===== config.mk =====
export PLATFORM = sky130hd
export DESIGN_NAME = vbs_capture
export DESIGN_NICKNAME = d
export VERILOG_FILES = /design/src/rtl/vbs_capture.sv
export SDC_FILE = /design/constraint.sdc
export NUM_CORES = 1
export LEC_CHECK = 0
export ABC_AREA = 1
export BUFFER_PORTS_ARGS = -buffer_cell sky130_fd_sc_hd__buf_2
export CORE_ASPECT_RATIO = 0.5
export CORE_MARGIN = 3
export CORE_UTILIZATION = 57
export DETAILED_ROUTE_END_ITERATION = 8
export PLACE_DENSITY = 0.76
export REMOVE_ABC_BUFFERS = 1
export SLEW_MARGIN = 20
export SYNTH_ARGS = -nofsm -noshare
export SYNTH_HDL_FRONTEND = slang
export SYNTH_SLANG_ARGS = --single-unit

===== constraint.sdc =====
create_clock -name clk -period 4 [get_ports clk]
set_input_delay 0.6 -clock clk [delete_from_list [all_inputs] [get_ports clk]]
set_output_delay 0.6 -clock clk [all_outputs]
set_load 0.05 [all_outputs]

===== src/rtl/vbs_capture.sv =====
// Composite-video receiver: recovers line/frame timing from sync and writes the
// sampled 1-bpp picture byte-wise into frame RAM (3 lines packed per 128 bytes).
module vbs_capture #(
  parameter int LINE_COUNT = 313,
  parameter int HS_MIN     = 16,
  parameter int HS_MAX     = 48,
  parameter int BROAD_MIN  = 64,
  parameter int PIX_START  = 95,
  parameter int V_START    = 35,
  parameter int BYTES      = 40,
  parameter int LINES      = 192
) (
  input  logic        clk,
  input  logic        reset,
  input  logic        sync,
  input  logic        pixel,
  input  logic        capture,
  output logic [12:0] wAddr,
  output logic [7:0]  wData,
  output logic        wStrobe,
  output logic        busy,
  output logic        frameDone,
  output logic        locked
);

  localparam logic [8:0]  PW_SAT_C     = 9'd511;
  localparam logic [8:0]  H_LAST_C     = 9'd511;
  localparam logic [8:0]  HS_MIN_C     = 9'(HS_MIN);
  localparam logic [8:0]  HS_MAX_C     = 9'(HS_MAX);
  localparam logic [8:0]  BROAD_C      = 9'(BROAD_MIN);
  localparam logic [8:0]  PIX_START_C  = 9'(PIX_START);
  localparam logic [8:0]  PIX_END_C    = 9'(PIX_START + 8 * BYTES);
  localparam logic [8:0]  V_START_C    = 9'(V_START);
  localparam logic [8:0]  V_PRE_C      = 9'(V_START - 1);
  localparam logic [8:0]  V_END_C      = 9'(V_START + LINES);
  localparam logic [8:0]  V_LAST_C     = 9'(V_START + LINES - 1);
  localparam logic [8:0]  VC_MAX_C     = 9'(LINE_COUNT + 8);
  localparam logic [8:0]  VC_PRE_C     = 9'(LINE_COUNT + 7);
  localparam logic [5:0]  BYTE_LAST_C  = 6'(BYTES - 1);
  localparam logic [12:0] GROUP_STEP_C = 13'(128 - 3 * BYTES + 1);

  logic [8:0]  pw_q, pw_d;
  logic [8:0]  hcount_q, hcount_d;
  logic [8:0]  vcount_q, vcount_d;
  logic        in_vsync_q, in_vsync_d;
  logic        locked_q, locked_d;
  logic        busy_q, busy_d;
  logic [7:0]  shift_q, shift_d;
  logic [5:0]  byte_cnt_q, byte_cnt_d;
  logic [1:0]  lmod3_q, lmod3_d;
  logic [12:0] addr_q, addr_d;
  logic [12:0] waddr_q, waddr_d;
  logic [7:0]  wdata_q, wdata_d;
  logic        wstrobe_q, wstrobe_d;
  logic        frame_done_q, frame_done_d;

  logic        hs_valid;
  logic        vs_start;
  logic        wrap;
  logic        frame_start;
  logic        in_window;
  logic [2:0]  bit_idx;
  logic        emit;
  logic        line_end;
  logic [7:0]  byte_next;

  always_comb begin
    pw_d         = pw_q;
    hcount_d     = hcount_q;
    vcount_d     = vcount_q;
    in_vsync_d   = in_vsync_q;
    locked_d     = locked_q;
    busy_d       = busy_q;
    shift_d      = shift_q;
    byte_cnt_d   = byte_cnt_q;
    lmod3_d      = lmod3_q;
    addr_d       = addr_q;
    waddr_d      = waddr_q;
    wdata_d      = wdata_q;
    wstrobe_d    = 1'b0;
    frame_done_d = 1'b0;

    if (sync) begin
      pw_d = 9'd0;
    end else if (pw_q != PW_SAT_C) begin
      pw_d = pw_q + 9'd1;
    end

    // pw_q holds the full pulse width during the first high cycle after the pulse
    hs_valid = sync && (pw_q >= HS_MIN_C) && (pw_q <= HS_MAX_C);
    vs_start = !sync && (pw_d == BROAD_C) && !in_vsync_q;
    wrap     = !hs_valid && (hcount_q == H_LAST_C);

    hcount_d = hs_valid ? pw_q : hcount_q + 9'd1;

    if (vs_start) begin
      vcount_d = 9'd0;
    end else if (wrap && (vcount_q != VC_MAX_C)) begin
      vcount_d = vcount_q + 9'd1;
    end

    if (vs_start) begin
      in_vsync_d = 1'b1;
    end else if (hs_valid) begin
      in_vsync_d = 1'b0;
    end

    if (hs_valid && in_vsync_q) begin
      locked_d = 1'b1;
    end
    if (!vs_start && wrap && (vcount_q >= VC_PRE_C)) begin
      locked_d = 1'b0;
    end

    frame_start = wrap && !vs_start && locked_q && (vcount_q == V_PRE_C);

    in_window = busy_q
             && (vcount_q >= V_START_C) && (vcount_q < V_END_C)
             && (hcount_q >= PIX_START_C) && (hcount_q < PIX_END_C);

    // bit position tracks hCount, so a mid-line realign re-phases the byte boundary
    bit_idx   = hcount_q[2:0] - PIX_START_C[2:0];
    byte_next = {shift_q[6:0], ~pixel};
    emit      = in_window && !vs_start && (bit_idx == 3'd7);
    line_end  = (byte_cnt_q == BYTE_LAST_C);

    if (in_window) begin
      shift_d = byte_next;
    end

    if (emit) begin
      wstrobe_d    = 1'b1;
      wdata_d      = byte_next;
      waddr_d      = addr_q;
      frame_done_d = line_end && (vcount_q == V_LAST_C);
      if (line_end) begin
        byte_cnt_d = 6'd0;
        addr_d     = addr_q + ((lmod3_q == 2'd2) ? GROUP_STEP_C : 13'd1);
        lmod3_d    = (lmod3_q == 2'd2) ? 2'd0 : lmod3_q + 2'd1;
      end else begin
        byte_cnt_d = byte_cnt_q + 6'd1;
        addr_d     = addr_q + 13'd1;
      end
    end

    if (frame_start) begin
      addr_d     = 13'd0;
      lmod3_d    = 2'd0;
      byte_cnt_d = 6'd0;
    end

    // a new vsync aborts a capture in progress without signalling completion
    if (vs_start) begin
      busy_d = 1'b0;
    end else if (frame_done_q) begin
      busy_d = 1'b0;
    end else if (frame_start) begin
      busy_d = capture;
    end
  end

  always_ff @(posedge clk) begin
    if (reset) begin
      pw_q         <= 9'd0;
      hcount_q     <= 9'd0;
      vcount_q     <= 9'd0;
      in_vsync_q   <= 1'b0;
      locked_q     <= 1'b0;
      busy_q       <= 1'b0;
      shift_q      <= 8'd0;
      byte_cnt_q   <= 6'd0;
      lmod3_q      <= 2'd0;
      addr_q       <= 13'd0;
      waddr_q      <= 13'd0;
      wdata_q      <= 8'd0;
      wstrobe_q    <= 1'b0;
      frame_done_q <= 1'b0;
    end else begin
      pw_q         <= pw_d;
      hcount_q     <= hcount_d;
      vcount_q     <= vcount_d;
      in_vsync_q   <= in_vsync_d;
      locked_q     <= locked_d;
      busy_q       <= busy_d;
      shift_q      <= shift_d;
      byte_cnt_q   <= byte_cnt_d;
      lmod3_q      <= lmod3_d;
      addr_q       <= addr_d;
      waddr_q      <= waddr_d;
      wdata_q      <= wdata_d;
      wstrobe_q    <= wstrobe_d;
      frame_done_q <= frame_done_d;
    end
  end

  assign wAddr     = waddr_q;
  assign wData     = wdata_q;
  assign wStrobe   = wstrobe_q;
  assign busy      = busy_q;
  assign frameDone = frame_done_q;
  assign locked    = locked_q;

endmodule


==> reports/metrics.yaml, run 1 <==
num_io_pins: 30
criticalPathCategory: "reg2reg"
grt_pass1_wl_um: 14250
min_period_ns: 2.393
htree_levels: 3
drc: 0
hold_path_end: "shift_q[6]"
ant_nets: 0
rrSetupSlack_ns: 1.61
fin_crit_sh_pct: 59.83
yosys_warnings: 0
syn-cell-area_um2: 4143
path_max_fanout: 44
grt_pass1_vias: 3226
cpMaxStageDelayCell: "dfxtp_1"
synth_most_common_cell: "nand2_1"
design.core.area_um2: 6858
yosysTopAreaCellShare_pct: 39.14
num_rows: 21
grt-busiest-layer: "met2"
r2r-end: "addr_q[12]"
gp_congestion: 0.8709
crit_chain: "ha_1 > nand2_1 > nor2_4 > nand3_4 > nand2_1 > nand3_1 > nand2_1 > nor2_2 > nand3_4 > nand2_8 > inv_6 > nand2_1 > a21oi_2"
num_vias: 3475
critPathMaxStageDelay_ns: 0.42
grt_use_met1_pct: 26.20
wl_per_cell_um: 11.57
grt_max_degree: 45
ys_ff_latch: 81
clk_latency_ns: 0.34
antenna_found_initial: 0
via_per_inst: 5.156
fin_skew_ns: 0.005609
cap_viol_max_count: 0
clock-root-buffer: "clkbuf_16"
clkSinkCount: 81
netlist_instances: 554
cts.clk_slew.worst_paths_ns: 0.06
fillers: 602
drtIter0Drc: 237
die_area_um2: 8389
maxSlewHeadroom_pct: 69.41
worst_pin_slew_ns: 0.4541
cts-buffers-inserted: 9
whs_path_depth: 2
cts_setup_buffers: 0
final_nets: 594
synth_top_area_cell: "dfxtp_1"
arrival_ns: 2.67
syn_avg_cell_area_um2: 7.478
worst_r2r_path_depth: 13
ys_async_sr_fraction_pct: 0
fp.dieW_um: 126.6
holdBufCountCts: 0
synthDistinctLibCells: 37
p_per_area_nw_per_um2: 379.4
hold_viol: 0
layout-area-overhead-vs-synth_pct: 10.57
setup_violations: 0
drive_above_1_share_pct: 15.81
ff_latch_area_um2: 1622
drt-total-wl_um: 7801
status: "completed"
reg2reg_from: "pw_q[0]"
p_leak_uw: 0.001824
hpwl_um: 5328
final_core_util_pct: 66.79
ir_worst_vdd_v: 0.0002050
io_buffers: 29
die_y_um: 66.28
crit_path_start: "pw_q[0]"
grtUsageMet3_pct: 6.210
synth_ff_type: "dfxtp_1"
timing.critical_path.mode_cell: "nand2_1"
rsz0062_at_grt: "no"
ctsResizeCount: 0
synthTopCellsByArea: "dfxtp_1 (39%), nand2_1 (9.8%), nor2_1 (8.2%)"
overflow: 0
synth_common_cells: "nand2_1 (108), nor2_1 (91), dfxtp_1 (81)"
grt_usage_pct: 20.78
slew_viol_final: 0
hold_path.class: "reg2reg"
n_antenna_cell: 0
critPathRequiredTime_ns: 4.27
clk_path_buf_depth: 2
yosysSeqAreaShare_pct: 39.14
startpoint_type: "flip-flop"
drtPass1Iterations: 4
synth_edf_count: 0
endpoint_kind: "flip-flop"
maxClockFrequency_ghz: 0.4178
cts_tree: "yes"
hp-start: "shift_q[6]"
grt_use_met2_pct: 34.34
start_util_pct: 60.41
tns_ns: 0
multi_input_area_um2: 2145
-- worst max-delay path by stage --
stage          cells after the start  slack, ns             to
2_1_floorplan                     13       1.52     addr_q[10]
3_3_place_gp                      13       1.67  byte_cnt_q[0]
3_5_place_dp                      12       1.61      wAddr[11]
4_1_cts                           12       1.59      wAddr[11]
5_1_grt                           13       1.28     addr_q[10]
6_report                          13       1.61     addr_q[12]
-- cell type report --
| cell class | count | area share, % |
|---|---|---|
| clock inverters | 6 | 1.994 |
| multi-input cells | 397 | 46.82 |
| repair buffers | 31 | 3.496 |
| inverters | 57 | 4.780 |
| clock buffers | 10 | 4.999 |
| well taps | 92 | 2.513 |
| flip-flops and latches | 81 | 35.40 |
-- per-stage QoR --
| stage | area [um^2] | cells | setup WS [ns] | total power (uW) | hold slack (ns) |
|---|---|---|---|---|---|
| 2_1_floorplan | 3985 | 535 | 1.522 | 859.5 | 0.4223 |
| 3_3_place_gp | 4260 | 658 | 1.668 | 872.8 | 0.4308 |
| 3_5_place_dp | 4260 | 658 | 1.611 | 873.4 | 0.4324 |
| 4_1_cts | 4581 | 674 | 1.591 | 1753 | 0.4421 |
| 5_1_grt | 4581 | 674 | 1.277 | 1792 | 0.4794 |
| 6_report | 4581 | 674 | 1.607 | 1738 | 0.4404 |
-- worst max-delay path, delay by kind of cell (launching register included) --
family,cells,cell delay [ns]
simple gates,10,1.27
compound gates,1,0.12
fa+ha+maj,1,0.24
flops,1,0.42
buf+inv,1,0.26
-- layer usage --
layer  vias up  wire length (um)
li1       1827                 -
met1      1577              3769
met2        60              3553
met3        11               369
met4         0               108
met5         -                 0
-- sequential cells by signal (all words and copies together) (netlist names), 6 cells and up --
register / cells
addr_q: 13
wAddr: 13
hcount_q: 9
pw_q: 9
vcount_q: 9
wData: 8
shift_q: 7
byte_cnt_q: 6
-- layout by cell type, fill, tap and decap left out, types with 3 or more instances in the layout --
cell | synthesis | routed
xor2_1 | 18 | 18
nor2_2 | 6 | 6
nor2_4 | 3 | 3
nor3_1 | 7 | 7
nand2_2 | 3 | 3
nand4_1 | 12 | 12
o21ai_0 | 39 | 39
nand3_1 | 29 | 29
nor2_1 | 91 | 91
inv_1 | 52 | 52
ha_1 | 12 | 12
nand3_4 | 3 | 3
xnor2_1 | 4 | 4
o211ai_1 | 5 | 5
buf_2 | 0 | 29
dfxtp_1 | 81 | 81
nand2_1 | 108 | 108
a21oi_1 | 24 | 24
clkbuf_16 | 0 | 9
a21oi_2 | 19 | 19
-- logic make-up after synthesis --
family,after synthesis,share of synthesized area [%]
adder cells (fa/ha/maj),12,3.624
buffers and inverters,76,9.091
AND/OR/NAND/NOR,269,29.69
AO/OA/AOI/OAI,94,13.80
flip-flops,81,39.14
XOR/XNOR,22,4.651
-- where the power goes --
part	leakage, uW	switching [uW]	internal (uW)
Sequential	0.000653	4.36	810
Combinational	0.00101	29.2	11.8
Clock	0.000157	333	550
Note: power is estimated with default switching activity, not from simulation.
==> inputs of run 2 (changes only) <==
- CORE_UTILIZATION: 57 -> 54
- PLACE_DENSITY: 0.76 -> 0.75
- clock period: 4 -> 2.1 ns (I/O delays scaled with it)
==> reports/metrics.yaml, run 2 (synthesis gave the netlist of run 1 again) <==
critPathTopFamily: "simple AND/OR/NAND/NOR gates"
maxClockFrequency_ghz: 0.4904  # +17%
cts.clk_slew.worst_paths_ns: 0.06  # about the same
maxSlewHeadroom_pct: 64.40  # -5.0 points
hold_path.class: "in2reg"
endpoint_kind: "flip-flop"
critPathMaxStageDelay_ns: 0.36  # -0.06 ns
cts-buffers-inserted: 9  # unchanged
num_vias: 3696  # +6.4%
cts_tree: "yes"
layout_commonest_cell: "nand2_1"
place_area_um2: 4436  # +4.1%
final_cell_mix: "nand2_1 (105), nor2_1 (87), dfxtp_1 (73)"
clk_latency_ns: 0.35  # about the same
drt-total-wl_um: 9116  # +17%
drive_above_1_share_pct: 25.57  # +9.8 points
fin_area_um2: 5069  # +11%
htree_levels: 3  # unchanged
fp.dieW_um: 129.9  # +2.6%
grt_pass1_vias: 3131  # -2.9%
start_util_pct: 58.83  # -1.6 points
status: "completed"
wl_per_cell_um: 12.91  # +12%
fin_skew_ns: 0.006739  # +0.001130 ns
p_per_area_nw_per_um2: 649.8  # +71%
setup_violations: 0  # unchanged
die_area_um2: 8823  # +5.2%
slew_viol_final: 0  # unchanged
rsz0062_at_grt: "yes"
path_max_fanout: 8  # -82%
clock-root-buffer: "clkbuf_16"
startpoint_type: "flip-flop"
timing.critical_path.mode_cell: "nand2_1"
n_antenna_cell: 0  # unchanged
antenna_found_initial: 0  # unchanged
critPathRequiredTime_ns: 2.34  # -1.93 ns
clkSinkCount: 81  # unchanged
min_period_ns: 2.039  # -0.3542 ns
crit_buf_inv: 1  # unchanged
p_leak_uw: 0.002045  # +12%
num_rows: 21  # unchanged
ir_worst_vdd_v: 0.0003834  # +87%
arrival_ns: 2.28  # -0.39 ns
ant_nets: 0  # unchanged
criticalPathCategory: "reg2reg"
num_io_pins: 30  # unchanged
via_per_inst: 5.235  # +1.5%
final_nets: 626  # +5.4%
drtPass1Iterations: 4  # unchanged
drtIter0Drc: 289  # +22%
hold_viol: 0  # unchanged
cpMaxStageDelayCell: "dfxtp_2"
io_buffers: 29  # unchanged
design.core.area_um2: 7042  # +2.7%
hpwl_um: 5616  # +5.4%
overflow: 0  # unchanged
holdBufCountCts: 0  # unchanged
cap_viol_max_count: 0  # unchanged
clk_path_buf_depth: 2  # unchanged
crit_chain: "ha_4 > nand2_1 > nor2_4 > nand3_4 > nand2_1 > nand3_2 > nand2_1 > nor2_2 > nand3_4 > nand2_8 > clkbuf_16 > o21ai_0 > nor2_1"
die_y_um: 67.94  # +2.5%
layout-area-overhead-vs-synth_pct: 22.35
tns_ns: 0  # unchanged
worst_pin_slew_ns: 0.5306  # +0.07657 ns
gp_congestion: 0.8912  # +2.3%
drc: 0  # unchanged
grt_usage_pct: 20.19  # -0.58 points
grt_max_degree: 34  # -24%
grt_pass1_wl_um: 14210  # -0.29%
fin_crit_sh_pct: 97.10  # +37 points
[run 2: timing repair]
action,in CTS,in global routing
buffers inserted,0,6
cloned,0,6
pin swaps,0,9
setup endpoints to repair,4,51
gates resized for setup,3,56
[run 2: worst paths after layout]
check        startpoint         end  slack, ns  depth (start not counted)
max             pw_q[0]   wAddr[12]       0.06                         13
min               pixel    wData[0]       0.32                          4
max reg2reg     pw_q[0]   wAddr[12]       0.06                         13
min reg2reg  shift_q[4]  shift_q[4]       0.45                          2
[run 2: final cells by class]
class                      instances  area [um^2]
clock inverter                     6        72.57
tap                               92        115.1
sequential                        81         1632
inverter                          57        226.5
clock buffer                      10        239.0
fill                             550         1973
timing repair buffer              60        449.2
multi-input combinational        400         2335
[run 2: layer usage]
| layer | GRT usage (%) | wire length [um] | vias to the layer above |
|---|---|---|---|
| met4 | 6.606 | 144 | 0 |
| met5 | 0 | 0 | - |
| met1 | 26.33 | 4421 | 1677 |
| li1 | - | - | 1913 |
| met3 | 5.456 | 432 | 22 |
| met2 | 32.95 | 4117 | 84 |
[run 2: where the power goes]
group	total [uW]	internal [uW]	leakage, uW	switching [uW]
Clock	1640	968	0.000150	671
Sequential	1550	1540	0.000656	6.74
Combinational	104	35.3	0.00124	69.1
Total	3290	2550	0.00204	747
[run 2: tightest hold or removal path: cells and delay by family]
kind            cells  cell delay, ns
compound gates      1            0.14
buf+inv             2            0.12
simple gates        1            0.04
[run 2: per-stage QoR]
step | power, uW | utilization [%] | setup slack (ns) | hold slack [ns] | std cells
2_1_floorplan | 1637 | - | -0.3780 | 0.3841 | 535
3_5_place_dp | 1672 | 62.99 | -0.02621 | 0.4389 | 678
3_3_place_gp | 1671 | 62.99 | 0.07937 | 0.4296 | 678
6_report | 3294 | 71.98 | 0.06090 | 0.3189 | 706
4_1_cts | 3294 | 67.61 | 0.01171 | 0.3190 | 694
5_1_grt | 3391 | 71.98 | -0.07641 | 0.3457 | 706
==> inputs of run 3 (changes only) <==
- CORE_UTILIZATION: 54 -> 56
- CTS_BUF_LIST: unset -> sky130_fd_sc_hd__clkbuf_4
- PLACE_DENSITY: 0.75 -> 0.78
==> reports/metrics.yaml, run 3 (synthesis gave the netlist of run 1 again) <==
drc: 0  # unchanged
cts-buffers-inserted: 9  # unchanged
endpoint_kind: "flip-flop"
hold_path.class: "in2reg"
maxSlewHeadroom_pct: 52.39  # -12 points
n_antenna_cell: 0  # unchanged
num_io_pins: 30  # unchanged
dpl_worst_slack_ns: -0.006527  # +0.01968 ns
holdBufCountCts: 0  # unchanged
final_cell_mix: "nand2_1 (106), nor2_1 (86), dfxtp_1 (72)"
path_max_fanout: 13  # +5
maxClockFrequency_ghz: 0.4932  # +0.57%
grt_usage_pct: 20.10  # -0.096 points
dp_cells: 679  # +0.15%
final_cells: 701  # -0.71%
num_vias: 3679  # -0.46%
p_leak_uw: 0.001933  # -5.4%
ir_worst_vdd_v: 0.0002659  # -31%
io_buffers: 29  # unchanged
setup_violations: 0  # unchanged
via_per_inst: 5.248  # +0.25%
setup_ws_ns: 0.07246  # +0.01155 ns
fin_crit_sh_pct: 96.55  # -0.55 points
whs_ns: 0.1969  # -0.1220 ns
htree_levels: 3  # unchanged
critPathRequiredTime_ns: 2.48  # +0.14 ns
clock-root-buffer: "clkbuf_4"
grt_pass1_wl_um: 13800  # -2.9%
cts_tree: "yes"
layout_commonest_cell: "nand2_1"
overflow: 0  # unchanged
criticalPathCategory: "reg2reg"
tns_ns: 0  # unchanged
die_area_um2: 8529  # -3.3%
grt_pass1_vias: 3117  # -0.45%
place_area_um2: 4431  # -0.11%
p_per_area_nw_per_um2: 578.6  # -11%
cts.clk_slew.worst_paths_ns: 0.13  # +0.07 ns
antenna_found_initial: 0  # unchanged
num_rows: 21  # unchanged
min_period_ns: 2.028  # -0.01155 ns
drtPass1Iterations: 5  # +1
fin_skew_ns: 0.01299  # +0.006255 ns
fillers: 556  # +1.1%
hpwl_um: 5548  # -1.2%
design.core.area_um2: 6910  # -1.9%
clk_path_buf_depth: 2  # unchanged
arrival_ns: 2.41  # +0.13 ns
fin_area_um2: 4850  # -4.3%
drt-total-wl_um: 8704  # -4.5%
startpoint_type: "flip-flop"
slew_viol_final: 0  # unchanged
clk_latency_ns: 0.44  # +0.09 ns
start_util_pct: 59.95  # +1.1 points
clkSinkCount: 81  # unchanged
cap_viol_max_count: 0  # unchanged
gp_congestion: 0.8837  # -0.84%
rsz0062_at_grt: "yes"
final_nets: 622  # -0.64%
drive_above_1_share_pct: 24.14  # -1.4 points
worst_pin_slew_ns: 0.7098  # +0.1791 ns
drtIter0Drc: 246  # -15%
grt_max_degree: 34  # unchanged
hold_viol: 0  # unchanged
ant_nets: 0  # unchanged
die_y_um: 66.82  # -1.6%
wl_per_cell_um: 12.42  # -3.8%
fp.dieW_um: 127.6  # -1.7%
status: "completed"
layout-area-overhead-vs-synth_pct: 17.06
-- run 3: changes by cell type in the layout (fill, tap and decap cells not counted), moves of 2 or more --
cell / before / now
nand3_1: 23 / 25
clkbuf_16: 11 / 1
nand2_2: 6 / 4
nand3_4: 5 / 3
clkbuf_4: 0 / 10
o21ai_1: 13 / 10
o21ai_0: 26 / 30
inv_6: 3 / 1
dfxtp_4: 0 / 2
bufinv_16: 1 / 3
-- run 3: final timing paths --
| path | start | endpoint | slack (ns) | cells after the start |
|---|---|---|---|---|
| worst max-delay path | pw_q[0] | addr_q[5] | 0.07 | 14 |
| worst max register to register | pw_q[0] | addr_q[5] | 0.07 | 14 |
| worst min-delay path | pixel | wData[0] | 0.20 | 4 |
| worst min register to register | shift_q[6] | shift_q[6] | 0.45 | 2 |
-- run 3: final cells by class --
type	count	area, um^2	area share (%)
Multi-Input combinational cell	399	2298	47.39
Tap cell	92	115.1	2.374
Inverter	57	226.5	4.670
Sequential cell	81	1638	33.77
Timing Repair Buffer	57	392.9	8.101
Clock inverter	5	103.9	2.141
Clock buffer	10	75.07	1.548
-- run 3: worst max-delay path, stage by stage (launching register included) --
cell and delay, ns:
dfxtp_4 0.38, ha_4 0.16, nand2_1 0.11, nor2_4 0.06, buf_4 0.12, nand2_1 0.05, nand3_1 0.07, nand2_1 0.08
nand2_1 0.07, nor2_2 0.15, nand3_4 0.15, nand2_8 0.18, buf_6 0.17, nand2_1 0.08, a21oi_2 0.13
-- run 3: what timing repair did --
action	4_1_cts	5_1_grt
cloned	0	3
endpoints found under the setup margin	3	52
setup buffers	0	4
resized for setup	1	51
pin swaps	0	5
-- run 3: through the flow --
stage	util [%]	total power [uW]
2_1_floorplan	-	1637
3_3_place_gp	64.11	1672
3_5_place_dp	64.11	1673
4_1_cts	66.78	2813
5_1_grt	70.18	2916
6_report	70.18	2806
-- run 3: metal layers --
metal / routed length (um) / GRT usage, % / vias to the layer above / part of all wire [%]
met5: 0 / 0 / - / 0
met4: 157 / 7.540 / 0 / 1.8
met3: 502 / 5.604 / 19 / 5.8
met2: 4092 / 33.70 / 98 / 47
met1: 3952 / 24.91 / 1665 / 45
li1: - / - / 1897 / -
-- run 3: power breakdown --
part           switching [uW]  leakage [uW]  internal, uW
registers                8.05      0.000657          1540
logic                    68.5       0.00118          34.6
clock network             540     0.0000968           612
total                     617       0.00193          2190
